`config.mk`:
```
export PLATFORM = sky130hd
export DESIGN_NAME = fifo_wr_arbiter_ctrl
export DESIGN_NICKNAME = d
export VERILOG_FILES = /design/src/rtl/fifo_wr_arbiter_ctrl.sv
export SDC_FILE = /design/constraint.sdc
export NUM_CORES = 1
export LEC_CHECK = 0
export ABC_AREA = 0
export BUFFER_PORTS_ARGS = -buffer_cell sky130_fd_sc_hd__buf_2
export CAP_MARGIN = 20
export CORE_MARGIN = 5
export CORE_UTILIZATION = 44
export CTS_CLUSTER_SIZE = 10
export DETAILED_ROUTE_END_ITERATION = 16
export PLACE_DENSITY = 0.8
export SETUP_SLACK_MARGIN = 0.2
export SYNTH_ARGS = -nofsm -noshare
export SYNTH_HDL_FRONTEND = slang
export SYNTH_SLANG_ARGS = --single-unit
```
`constraint.sdc`:
```
create_clock -name clk -period 2.95 [get_ports clk]
set_input_delay 0 -clock clk [delete_from_list [all_inputs] [get_ports clk]]
set_output_delay 0 -clock clk [all_outputs]
set_load 0.01 [all_outputs]
```
`src/rtl/fifo_wr_arbiter_ctrl.sv`:
```
// Round-robin write-port arbiter and pointer/status controller for a single-clock FIFO_memory.
// Optional almost-full headroom reservation for requester 0 is enabled by FIFO_ARB_ALMOST_FULL_EN.
module fifo_wr_arbiter_ctrl #(
  parameter int DATA_LEN  = 8,
  parameter int ADDR_LEN  = 5,
  parameter int NUM_REQ   = 4,
  parameter int AF_THRESH = 28,
  localparam int GW = (NUM_REQ > 1) ? $clog2(NUM_REQ) : 1
) (
  input  logic                         clk,
  input  logic                         rst,
  input  logic [NUM_REQ-1:0]           req_valid,
  input  logic [NUM_REQ*DATA_LEN-1:0]  req_data,
  output logic [NUM_REQ-1:0]           req_ready,
  output logic [DATA_LEN-1:0]          wr_data,
  output logic [ADDR_LEN-1:0]          wr_addr,
  output logic                         wr_en,
  output logic                         wr_full,
  input  logic                         rd_en,
  output logic [ADDR_LEN-1:0]          rd_addr,
  output logic                         rd_empty,
  output logic [ADDR_LEN:0]            fill_count,
`ifdef FIFO_ARB_ALMOST_FULL_EN
  output logic                         almost_full,
`endif
  output logic [GW-1:0]                grant_id
);

  localparam logic [GW-1:0] LAST_RST = GW'(NUM_REQ - 1);

  if (NUM_REQ < 2 || NUM_REQ > 16) begin : g_bad_num_req
    $error("fifo_wr_arbiter_ctrl: NUM_REQ must be in 2..16");
  end
  if (AF_THRESH < 1 || AF_THRESH > 2**ADDR_LEN) begin : g_bad_af_thresh
    $error("fifo_wr_arbiter_ctrl: AF_THRESH must be in 1..2**ADDR_LEN");
  end

  logic [ADDR_LEN:0] wr_ptr;
  logic [ADDR_LEN:0] rd_ptr;
  logic [ADDR_LEN:0] wr_ptr_nxt;
  logic [ADDR_LEN:0] rd_ptr_nxt;
  logic [GW-1:0]     last_grant;
  logic [GW-1:0]     win_id;
  logic [GW-1:0]     cand;
  logic              found;
  logic              grant;
  logic              pop;

  // Status flags are held at their reset values while rst is asserted.
  assign wr_addr    = wr_ptr[ADDR_LEN-1:0];
  assign rd_addr    = rd_ptr[ADDR_LEN-1:0];
  assign rd_empty   = rst || (wr_ptr == rd_ptr);
  assign wr_full    = !rst && (wr_ptr[ADDR_LEN] != rd_ptr[ADDR_LEN]) &&
                      (wr_ptr[ADDR_LEN-1:0] == rd_ptr[ADDR_LEN-1:0]);
  assign fill_count = rst ? '0 : (wr_ptr - rd_ptr);

  // Round-robin search starting one past the previous winner.
  always_comb begin
    found  = 1'b0;
    win_id = '0;
    cand   = '0;
    for (int k = 1; k <= NUM_REQ; k++) begin
      cand = GW'((int'(last_grant) + k) % NUM_REQ);
`ifdef FIFO_ARB_ALMOST_FULL_EN
      if (!found && req_valid[cand] && (!almost_full || cand == '0)) begin
`else
      if (!found && req_valid[cand]) begin
`endif
        found  = 1'b1;
        win_id = cand;
      end
    end
  end

  assign grant     = found && !wr_full && !rst;
  assign grant_id  = grant ? win_id : '0;
  assign req_ready = grant ? (NUM_REQ'(1) << win_id) : '0;
  assign wr_en     = grant;
  assign wr_data   = req_data[grant_id*DATA_LEN +: DATA_LEN];

  assign pop        = rd_en && !rd_empty;
  assign wr_ptr_nxt = wr_ptr + {{ADDR_LEN{1'b0}}, wr_en};
  assign rd_ptr_nxt = rd_ptr + {{ADDR_LEN{1'b0}}, pop};

  always_ff @(posedge clk) begin
    if (rst) begin
      wr_ptr     <= '0;
      rd_ptr     <= '0;
      last_grant <= LAST_RST;
    end else begin
      wr_ptr <= wr_ptr_nxt;
      rd_ptr <= rd_ptr_nxt;
      if (wr_en) last_grant <= win_id;
    end
  end

`ifdef FIFO_ARB_ALMOST_FULL_EN
  localparam logic [ADDR_LEN:0] AF_LVL = AF_THRESH[ADDR_LEN:0];

  always_ff @(posedge clk) begin
    if (rst) almost_full <= 1'b0;
    else     almost_full <= ((wr_ptr_nxt - rd_ptr_nxt) >= AF_LVL);
  end
`endif

endmodule

```
==> summary.txt <==
Status: finished clean
Switching Share: 35.38%
Clk_skew: 5.428 ps
R2r startpoint: rd_ptr[3]
Resize count post-CTS: 0
Mapped Avg Cell Area: 8.169 um2
Worst-path fanout max: 16
I/O pin total: 72
Post-CTS setup buffer count: 0
Worst Hold End: rd_ptr[4]
Post-synth top flop: dfxtp_1
Num rows: 19
IO Port Bufs: 71
Routability congestion estimate: 0.9325
GRT overflow: 0
Number of max-cap violations: 0
Layout Cells excl Fill: 246
Synth cell types: 36
Logic pwr share: 44.4%
Flop2flop setup slack: 610 ps
Final HPWL DP: 2712 um
Register share of total power: 36.6%
DRT antenna net count: 0
DRT Wirelength: 3310 um
Mapped Nets: 206
Area delta synth->final: 24.29%
Number of enable flip-flop cells after synthesis: 0
Worst setup EP type: output pin
Setup WS pre-CTS: 617.2 ps
Ant diodes: 0
Height of the die: 63.99 um
Fmax: 400.3 MHz
Htree depth: 1
GRT Util Overall: 15.50%
Psw: 0.2024 mW
DRC: 0
Pwr dens: 358.8 mW/mm2
Die Width: 63.99 um
#FFs+latches synth: 14
DR iter-0 viols: 85
Fin nets: 266
Clock buffer depth: 2
Largest net degree at the start of global routing: 25
CTS tree: done
Async set-or-reset flop fraction in the synthesized netlist: 0%
Peak supply drop: 0.2414 mV
Gate Count Post-Synth: 157
Initial Util: 46.11%
Rel. slew slack: 44.72%
Critical path class: reg -> out
WP data required: 2950 ps
RSZ-0062 raised after global routing: false
R2R Path End: wr_ptr[4]
CTS buffer count: 3
Setup ws final: 451.9 ps
Reg clk slew, reported paths: 80 ps
Class of the worst hold path: in -> reg
Drt pass-1 iters: 4
Worst-skew pair later-pin latency: 280 ps
Post-DR wirelength/cell: 13.46 um
Start point of the worst hold path: rst
Final setup TNS: 0 ps
Worst setup SP type: register
First-pass GRT wire length: 5409 um
R2r worst-path depth: 11
Clock power frac: 18.9%
Least-Margin Pin Slew: 829.2 ps
Final Hold Fails: 0
Total number of yosys warnings: 0
Power Internal: 0.3696 mW
Period minus WS final: 2498 ps
Leakage power: 0.8073 nW
Hold-fix buffer count after cts: 0
Via-to-Cell Ratio: 5.366
Die ar.: 0.004095 mm2
Placed cells: 243
Seq/Total Area, Yosys: 21.85%
Filler instances: 272
Initial antenna violation count: 0
Max-slew violation count: 0
Core Box Area: 0.002781 mm2
# setup viols final: 0
Vias in the first global route: 1,192
Hold Path Cell Cnt: 2
Netlist Area Pre-Place: 0.001282 mm2
Critical path arrival: 2500 ps
Root Buffer: clkbuf_4
Routed vias: 1,320
Share of post-route cells with drive strength above 1: 42.79%
Final period util: 84.68%
CTS Sinks: 14
==> metrics by stage <==
stage	power, mW	cell area (um2)	util (%)	hold WS, ps
global placement	0.4687	1572	56.50	350.2
floorplan	0.3870	1282	-	154.2
CTS	0.5784	1594	57.31	128.2
finish	0.5720	1594	57.31	127.2
detailed placement	0.4706	1572	56.50	352.6
global route	0.6135	1594	57.31	151.0
==> metal layers <==
metal	GRT usage [%]	up-vias	part of all wire [%]	wire [um]
met5	0	-	0	0
li1	-	670	-	-
met4	3.896	0	1.0	34
met1	20.81	572	42	1397
met2	24.25	73	44	1455
met3	4.553	5	13	423
==> final cells by class <==
type / count / area, um2 / share of cell area, %
multi-input cells: 113 / 840.8 / 52.75
repair buffers: 72 / 362.8 / 22.76
flip-flops and latches: 14 / 280.3 / 17.58
inverters: 13 / 48.80 / 3.061
well taps: 31 / 38.79 / 2.433
clock buffers: 3 / 22.52 / 1.413
==> power by group through the flow <==
stage	registers, mW	logic, mW	clock network, mW
after floorplan	0.211	0.176	0
after global placement	0.214	0.255	0
after detailed placement	0.214	0.256	0
after CTS	0.210	0.257	0.111
after global routing	0.212	0.283	0.119
final	0.210	0.254	0.108
==> worst max-delay path by stage <==
stage | startpoint | to | slack [ps] | cells after the start
final | rd_ptr[3] | wr_data[0] | 450 | 9
after floorplan | rd_ptr[3] | wr_ptr[5] | 740 | 12
after CTS | rd_ptr[3] | wr_data[0] | 440 | 9
after global routing | last_grant[1] | wr_data[0] | 220 | 5
after detailed placement | rd_ptr[3] | wr_ptr[4] | 620 | 11
after global placement | rd_ptr[3] | wr_ptr[4] | 700 | 11
==> worst max-delay path: stages, from the launching register on <==
cell and delay [ps]:
dfxtp_1 410, inv_1 60, ha_1 310, nand3_1 140, nor3_1 80, a211o_4 340
inv_1 130, nand2_1 220, o221a_2 380, buf_2 130
==> sequential cells by signal (all words and copies together) (netlist names) <==
name        count
wr_ptr          6
last_grant      2
rd_ptr          6
==> cells by family after synthesis <==
family,share of synthesized area [%]
AO/OA/AOI/OAI,16.29
XOR/XNOR,8.195
adder cells (fa/ha/maj),10.34
buffers and inverters,12.58
flip-flops,21.85
multiplexers,7.805
AND/OR/NAND/NOR,22.93
==> synthesized netlist by cell type (all sizes together) (5+ instances only) <==
cell	instances	share of area [%]
nor2	20	5.9
inv	13	3.8
buf	14	7.9
ha	9	8.8
mux2	8	7.0
dfxtp	14	22
xnor2	7	4.8
o221a	8	7.0
or4	8	4.7
nor2b	6	2.9
nor3	5	2.0
xor2	5	3.4
nand2	7	2.0
nand3	5	2.0
==> placed cells by master, fill, tap and decap left out <==
cell / n
a211o_4: 1
a211oi_1: 1
a21boi_0: 1
a21oi_1: 2
a22oi_1: 1
a31oi_1: 1
and3_1: 2
buf_2: 71
buf_4: 1
clkbuf_4: 3
dfxtp_1: 14
fa_1: 1
ha_1: 9
inv_1: 13
mux2_2: 8
mux2i_1: 1
nand2_1: 7
nand3_1: 5
nand3b_1: 1
nor2_1: 20
nor2b_1: 6
nor3_1: 5
nor4_1: 2
o2111ai_1: 1
o21a_1: 1
o21ai_0: 3
o221a_2: 8
o221ai_1: 1
o22ai_1: 1
o311ai_0: 1
o31ai_1: 1
or3_1: 2
or4_1: 8
xnor2_1: 7
xor2_1: 5
No activity file was read; power rests on OpenSTA's default activity.
